--- src/rtl/tlul_host_adapter_if.sv ---
// TL-UL type package plus the host/bus signal bundle for tlul_host_adapter.
// slave = adapter view; master = host-and-fabric view, used by whoever drives the adapter.
package tlul_host_pkg;
  localparam int TL_AW  = 32;
  localparam int TL_DW  = 32;
  localparam int TL_AIW = 8;
  localparam int TL_DBW = 4;
  localparam int TL_SZW = 2;

  localparam logic [2:0] PutFullData    = 3'h0;
  localparam logic [2:0] PutPartialData = 3'h1;
  localparam logic [2:0] Get            = 3'h4;
  localparam logic [2:0] AccessAck      = 3'h0;
  localparam logic [2:0] AccessAckData  = 3'h1;

  typedef struct packed {
    logic              a_valid;
    logic [2:0]        a_opcode;
    logic [2:0]        a_param;
    logic [TL_SZW-1:0] a_size;
    logic [TL_AIW-1:0] a_source;
    logic [TL_AW-1:0]  a_address;
    logic [TL_DBW-1:0] a_mask;
    logic [TL_DW-1:0]  a_data;
    logic              d_ready;
  } tlul_h2d_t;

  typedef struct packed {
    logic              d_valid;
    logic [2:0]        d_opcode;
    logic [2:0]        d_param;
    logic [TL_SZW-1:0] d_size;
    logic [TL_AIW-1:0] d_source;
    logic              d_sink;
    logic [TL_DW-1:0]  d_data;
    logic              d_error;
    logic              a_ready;
  } tlul_d2h_t;
endpackage

interface tlul_host_adapter_if #(
  parameter int AW = 32
) ();
  import tlul_host_pkg::*;

  // Host handshake: req_i is held with its fields until gnt_o; valid_o is a
  // one-cycle response pulse with rdata_o/err_o. TL-UL A holds a_valid until a_ready.
  logic          req_i;
  logic          gnt_o;
  logic          we_i;
  logic [AW-1:0] addr_i;
  logic [31:0]   wdata_i;
  logic [3:0]    be_i;
  logic          valid_o;
  logic [31:0]   rdata_o;
  logic          err_o;
  tlul_h2d_t     tl_o;
  tlul_d2h_t     tl_i;

  modport slave (
    input  req_i, we_i, addr_i, wdata_i, be_i, tl_i,
    output gnt_o, valid_o, rdata_o, err_o, tl_o
  );

  modport master (
    output req_i, we_i, addr_i, wdata_i, be_i, tl_i,
    input  gnt_o, valid_o, rdata_o, err_o, tl_o
  );
endinterface

--- src/rtl/tlul_host_adapter.sv ---
// Host req/gnt/rsp to TL-UL host adapter with in-order source IDs and up to MaxReqs in flight.
// Optional macro TLUL_HOST_SRC_CHECK_EN: flags responses whose d_source breaks issue order.
module tlul_host_adapter
  import tlul_host_pkg::*;
#(
  parameter int MaxReqs = 2,
  parameter int AW      = 32
) (
  input  logic                clk_i,
  input  logic                rst_ni,
  tlul_host_adapter_if.slave  bus
);

  localparam int CW = $clog2(MaxReqs + 1);
  localparam int SW = (MaxReqs > 1) ? $clog2(MaxReqs) : 1;
  localparam logic [CW-1:0] CntMax = CW'(MaxReqs);
  localparam logic [SW-1:0] SrcMax = SW'(MaxReqs - 1);

  logic [CW-1:0]     r_cnt;
  logic [SW-1:0]     r_src;
  logic              r_valid;
  logic [31:0]       r_rdata;
  logic              r_err;

  logic              w_a_valid;
  logic              w_gnt;
  logic              w_d_ack;
  logic              w_unexpected;
  logic              w_src_err;
  logic [TL_AW-1:0]  w_a_address;
  logic [TL_AIW-1:0] w_a_source;
  tlul_h2d_t         w_tl_o;

  assign w_a_valid    = bus.req_i & (r_cnt != CntMax);
  assign w_gnt        = w_a_valid & bus.tl_i.a_ready;
  assign w_d_ack      = bus.tl_i.d_valid;
  assign w_unexpected = w_d_ack & (r_cnt == '0);

  always_comb begin
    w_a_address         = '0;
    w_a_address[AW-1:0] = {bus.addr_i[AW-1:2], 2'b00};
    w_a_source          = '0;
    w_a_source[SW-1:0]  = r_src;
  end

  always_comb begin
    w_tl_o           = '0;
    w_tl_o.a_valid   = w_a_valid;
    if (!bus.we_i) begin
      w_tl_o.a_opcode = Get;
    end else if (bus.be_i == 4'hF) begin
      w_tl_o.a_opcode = PutFullData;
    end else begin
      w_tl_o.a_opcode = PutPartialData;
    end
    w_tl_o.a_param   = 3'd0;
    w_tl_o.a_size    = 2'd2;
    w_tl_o.a_source  = w_a_source;
    w_tl_o.a_address = w_a_address;
    w_tl_o.a_mask    = bus.we_i ? bus.be_i : 4'hF;
    w_tl_o.a_data    = bus.wdata_i;
    w_tl_o.d_ready   = 1'b1;
  end

  // A grant and a response in the same cycle cancel; a stray response never underflows.
  always_ff @(posedge clk_i or negedge rst_ni) begin
    if (!rst_ni) begin
      r_cnt <= '0;
      r_src <= '0;
    end else begin
      if (w_gnt && !w_d_ack) begin
        r_cnt <= r_cnt + 1'b1;
      end else if (!w_gnt && w_d_ack && (r_cnt != '0)) begin
        r_cnt <= r_cnt - 1'b1;
      end
      if (w_gnt) begin
        r_src <= (r_src == SrcMax) ? '0 : r_src + 1'b1;
      end
    end
  end

`ifdef TLUL_HOST_SRC_CHECK_EN
  logic [SW-1:0]     r_rsp;
  logic [TL_AIW-1:0] w_rsp_ext;
  logic              w_unused;

  always_comb begin
    w_rsp_ext          = '0;
    w_rsp_ext[SW-1:0]  = r_rsp;
  end

  // Expected source advances on every counted response, matched or not.
  always_ff @(posedge clk_i or negedge rst_ni) begin
    if (!rst_ni) begin
      r_rsp <= '0;
    end else if (w_d_ack && (r_cnt != '0)) begin
      r_rsp <= (r_rsp == SrcMax) ? '0 : r_rsp + 1'b1;
    end
  end

  assign w_src_err = (bus.tl_i.d_source != w_rsp_ext);
  assign w_unused  = ^{bus.addr_i[1:0], bus.tl_i.d_param, bus.tl_i.d_size, bus.tl_i.d_sink};
`else
  logic w_unused;

  assign w_src_err = 1'b0;
  assign w_unused  = ^{bus.addr_i[1:0], bus.tl_i.d_param, bus.tl_i.d_size, bus.tl_i.d_sink,
                       bus.tl_i.d_source};
`endif

  always_ff @(posedge clk_i or negedge rst_ni) begin
    if (!rst_ni) begin
      r_valid <= 1'b0;
      r_rdata <= '0;
      r_err   <= 1'b0;
    end else begin
      r_valid <= w_d_ack;
      if (w_d_ack) begin
        r_rdata <= (bus.tl_i.d_opcode == AccessAckData) ? bus.tl_i.d_data : '0;
        r_err   <= bus.tl_i.d_error | w_unexpected | w_src_err;
      end
    end
  end

  assign bus.tl_o    = w_tl_o;
  assign bus.gnt_o   = w_gnt;
  assign bus.valid_o = r_valid;
  assign bus.rdata_o = r_rdata;
  assign bus.err_o   = r_err;

endmodule

--- src/flat_wrapper.sv ---
// flat-port wrapper written by rule: the top's interface ports become plain ports
module tlul_host_adapter_flat import tlul_host_pkg::*;
#(
  parameter int MaxReqs = 2,
  parameter int AW      = 32
)
  (clk_i, rst_ni, bus_req_i, bus_we_i, bus_addr_i, bus_wdata_i, bus_be_i, bus_tl_i, bus_gnt_o, bus_valid_o, bus_rdata_o, bus_err_o, bus_tl_o);
  tlul_host_adapter_if #(.AW(AW)) bus_i ();
  input  logic clk_i;
  input  logic rst_ni;
  input wire logic [$bits(bus_i.req_i)-1:0] bus_req_i;
  input wire logic [$bits(bus_i.we_i)-1:0] bus_we_i;
  input wire logic [$bits(bus_i.addr_i)-1:0] bus_addr_i;
  input wire logic [$bits(bus_i.wdata_i)-1:0] bus_wdata_i;
  input wire logic [$bits(bus_i.be_i)-1:0] bus_be_i;
  input wire logic [$bits(bus_i.tl_i)-1:0] bus_tl_i;
  output wire logic [$bits(bus_i.gnt_o)-1:0] bus_gnt_o;
  output wire logic [$bits(bus_i.valid_o)-1:0] bus_valid_o;
  output wire logic [$bits(bus_i.rdata_o)-1:0] bus_rdata_o;
  output wire logic [$bits(bus_i.err_o)-1:0] bus_err_o;
  output wire logic [$bits(bus_i.tl_o)-1:0] bus_tl_o;
  assign bus_i.req_i = bus_req_i;
  assign bus_i.we_i = bus_we_i;
  assign bus_i.addr_i = bus_addr_i;
  assign bus_i.wdata_i = bus_wdata_i;
  assign bus_i.be_i = bus_be_i;
  assign bus_i.tl_i = bus_tl_i;
  assign bus_gnt_o = bus_i.gnt_o;
  assign bus_valid_o = bus_i.valid_o;
  assign bus_rdata_o = bus_i.rdata_o;
  assign bus_err_o = bus_i.err_o;
  assign bus_tl_o = bus_i.tl_o;
  tlul_host_adapter #(.MaxReqs(MaxReqs), .AW(AW)) u_core (.clk_i(clk_i), .rst_ni(rst_ni), .bus(bus_i));
endmodule
--- config.mk ---
export PLATFORM = sky130hd
export DESIGN_NAME = tlul_host_adapter_flat
export DESIGN_NICKNAME = d
export VERILOG_FILES = /design/src/rtl/tlul_host_adapter_if.sv /design/src/rtl/tlul_host_adapter.sv /design/src/flat_wrapper.sv
export SDC_FILE = /design/constraint.sdc
export NUM_CORES = 1
export LEC_CHECK = 0
export ABC_CLOCK_PERIOD_IN_PS = 1720
export CORE_ASPECT_RATIO = 0.5
export CORE_MARGIN = 3
export CORE_UTILIZATION = 30
export CTS_CLUSTER_DIAMETER = 200
export DETAILED_ROUTE_END_ITERATION = 10
export PLACE_DENSITY = 0.91
export RECOVER_POWER = 100
export SETUP_SLACK_MARGIN = 0.3
export SYNTH_ARGS = -nofsm -noshare
export SYNTH_HDL_FRONTEND = slang
export SYNTH_SLANG_ARGS = --single-unit
--- constraint.sdc ---
create_clock -name clk_i -period 1.72 [get_ports clk_i]
set_clock_uncertainty 0.05 [all_clocks]
set_input_delay 0.258 -clock clk_i [delete_from_list [all_inputs] [get_ports clk_i]]
set_output_delay 0.258 -clock clk_i [all_outputs]
set_load 0.05 [all_outputs]
==> results.md <==
- Status: completed
- Syn Area/Cell: 8.65 µm²
- Post-route cell area: 2590 µm²
- Via-per-instance ratio: 4.10
- Post-synthesis adder-cell area fraction: 0%
- Synth Area in Compound Gates: 11.3%
- WL final: 4.87 mm
- Distinct cells, synth: 22
- Worst setup margin: 0.203 ns
- Hpwl dp: 3.62 mm
- Cell Area, Placed: 2610 µm²
- Largest family of logic cells by synthesized area: buffers and inverters
- Worst Hold Class: input port to async pin
- TritonCTS buffer count: 5
- Worst path required time: 1.41 ns
- Min Hold Slack: 0.159 ns
- # IOs: 245
- Lkg Pwr: 1.13 nW
- Nets: 401
- Crit. Startpoint: bus_we_i
- CP max stage delay: 0.48 ns
- Maximum fanout along the worst path: 4
- Largest net degree at the start of global routing: 38
- Vias in the first global route: 1470
- Initial DRT Pass Iterations: 4
- Initial drt markers: 71
- Top post-synthesis cells by area: dfrtp_1 (43%), buf_4 (28%), o22ai_1 (9.2%)
- Fillers: 709
- Place WS: 0.159 ns
- Critical path launch point type: input port
- Non-Filler Instances: 370
- Core Area: 6860 µm²
- Final setup fails: 0
- Rows: 21
- Critical path endpoint category: output port
- Multi-input gate area: 544 µm²
- # Max-Cap Violations: 0
- Worst r2r src: u_core.r_cnt[1]
- CTS tree: built
- Register bit total from synthesis: 37
- Clk Latency, worst-skew pair: 0.27 ns
- Root Buffer: clkbuf_16
- Relative slew slack: 38.1%
- Post-synth top area cell: dfrtp_1
- Worst path arrival time: 1.21 ns
- GPL Wtd Cong: 0.738
- Top cell type's share of synthesized area: 42.6%
- FF/Latch Area: 927 µm²
- Area Growth Syn to Fin: 19.2%
- Mux contribution to synthesized area: 0%
- CTS sink count: 37
- Die span in y: 66.2 µm
- Final core utilization: 37.8%
- Clock slew at reported path FFs: 0.06 ns
- Floorplan die width: 126 µm
- Syn. warnings: 0
- Initial antenna violation count: 0
- First-pass GRT wire length: 7.54 mm
- Inserted Diodes: 0
- Simple-Gate Fraction of Synth Area: 9.04%
- Hold Violations, Final: 0
- FMAX: 659 MHz
- Port Buffers: 88
- Share of cells above drive strength 1: 8.63%
- Synth Instances: 251
- Syn Std Cell Area: 2170 µm²
- Vias after detailed routing: 1518
- Die ar.: 8360 µm²
- Slew Limit Fails: 0
- Worst-path cell chain: dlygate4sd2_1 -> buf_4 -> nand2b_1 -> clkbuf_1
- RSZ-0062 raised after global routing: yes
- Setup TNS: 0 ns
- Critical path class: input port to output port
- Power, Total: 2.75 mW
- Min Tclk post-route: 1.52 ns
- Htree depth: 2
- Gr ovfl total: 0
- All-layer global routing usage: 11.4%
- Dpl cells: 359
- Clk buf depth: 2
- CP max-delay cell: clkbuf_1
- Worst slew pin tran: 0.928 ns
- Antenna Nets Post-Route: 0
- Xor/xnor cell area share of the yosys netlist: 0.806%
- Initial core utilization: 31.7%
- WL/cell: 13.2 µm
- Post-synthesis sequential area ratio: 42.6%
- Final period util: 88.2%
- Pwr/cell area: 1060 nW/µm²
- Peak VDD IR: 0.506 mV
- Hold Buf Count CTS: 0
- DRC viols: 0
[layout by cell type (no fill, tap or decap), types with 2 or more instances in the layout]
cell type         n
nor2b_1           2
dfrtp_1          36
clkbuf_2          3
conb_1           16
nor2_1            4
clkbuf_16         5
o22ai_1          32
inv_1            33
buf_2             2
clkdlybuf4s50_1  35
a21oi_1           2
clkbuf_1         42
buf_12            4
nand2b_1          3
dlygate4sd2_1     6
nand2_1          33
buf_4             3
[routing by layer]
layer	vias to the layer above	track usage [%]	routed length, µm
met2	66	19.4	2470
met1	683	12.9	1860
li1	745	-	-
met4	0	5.61	153
met5	-	0	0
met3	24	4.03	394
[registers in the layout, indices dropped and copies added (netlist names)]
register and cells:
u_core.r_cnt 2, u_core.bus.rdata_o 32, u_core.r_src 1, u_core.bus.valid_o 1, u_core.bus.err_o 1
[path summary, 6_finish.rpt]
kind | end | slack (ns) | cells past startpoint
max in group asynchronous | u_core.r_cnt[0] | 0.82 | 2
min | u_core.bus.rdata_o[14] | 0.16 | 2
min in group clk_i | u_core.bus.valid_o | 0.37 | 1
min reg2reg | u_core.r_src | 0.42 | 1
max | bus_tl_o[35] | 0.20 | 4
max reg2reg | u_core.r_cnt[0] | 0.49 | 3
[cells by family after synthesis]
logic type             Yosys count
AO/OA/AOI/OAI                   39
XOR/XNOR                         2
buffers and inverters          124
flip-flops                      37
other                            2
AND/OR/NAND/NOR                 47
[worst max-delay path: cells and delay by family]
family	cells	cell delay [ns]
buffers and inverters	3	0.87
and+or+nand+nor	1	0.08
[where the power goes]
part | leakage, nW | switching (mW) | internal (mW)
logic | 0.553 | 0.491 | 0.228
clock network | 0.0841 | 0.321 | 0.723
registers | 0.497 | 0.0424 | 0.941
total | 1.13 | 0.855 | 1.89
[synth_stat cells, drive strengths merged]
| cell | count |
|---|---|
| conb | 2 |
| or3 | 1 |
| xnor2 | 1 |
| o21ai | 1 |
| xor2 | 1 |
| a41oi | 1 |
| a31oi | 1 |
| nand2b | 4 |
| nand2 | 34 |
| clkbuf | 4 |
| dfrtp | 37 |
| inv | 33 |
| a21oi | 2 |
| nor2 | 5 |
| a22oi | 1 |
| nor2b | 3 |
| buf | 87 |
| o211ai | 1 |
| o22ai | 32 |
[cell type report]
cell class / instances / share of cell area [%]
Clock buffer: 7 / 5.51
Clock inverter: 1 / 1.16
Inverter: 33 / 4.78
Multi-Input combinational cell: 104 / 21.0
Sequential cell: 37 / 35.8
Tap cell: 92 / 4.44
Timing Repair Buffer: 96 / 27.3
[repair_timing]
| item | CTS | global route |
|---|---|---|
| gates cloned | 0 | 0 |
| endpoints found under the setup margin | 7 | 4 |
| gates resized for setup | 13 | 2 |
| pin swaps | 3 | 1 |
| setup buffers | 2 | 1 |
No activity file was read; power rests on OpenSTA's default activity.
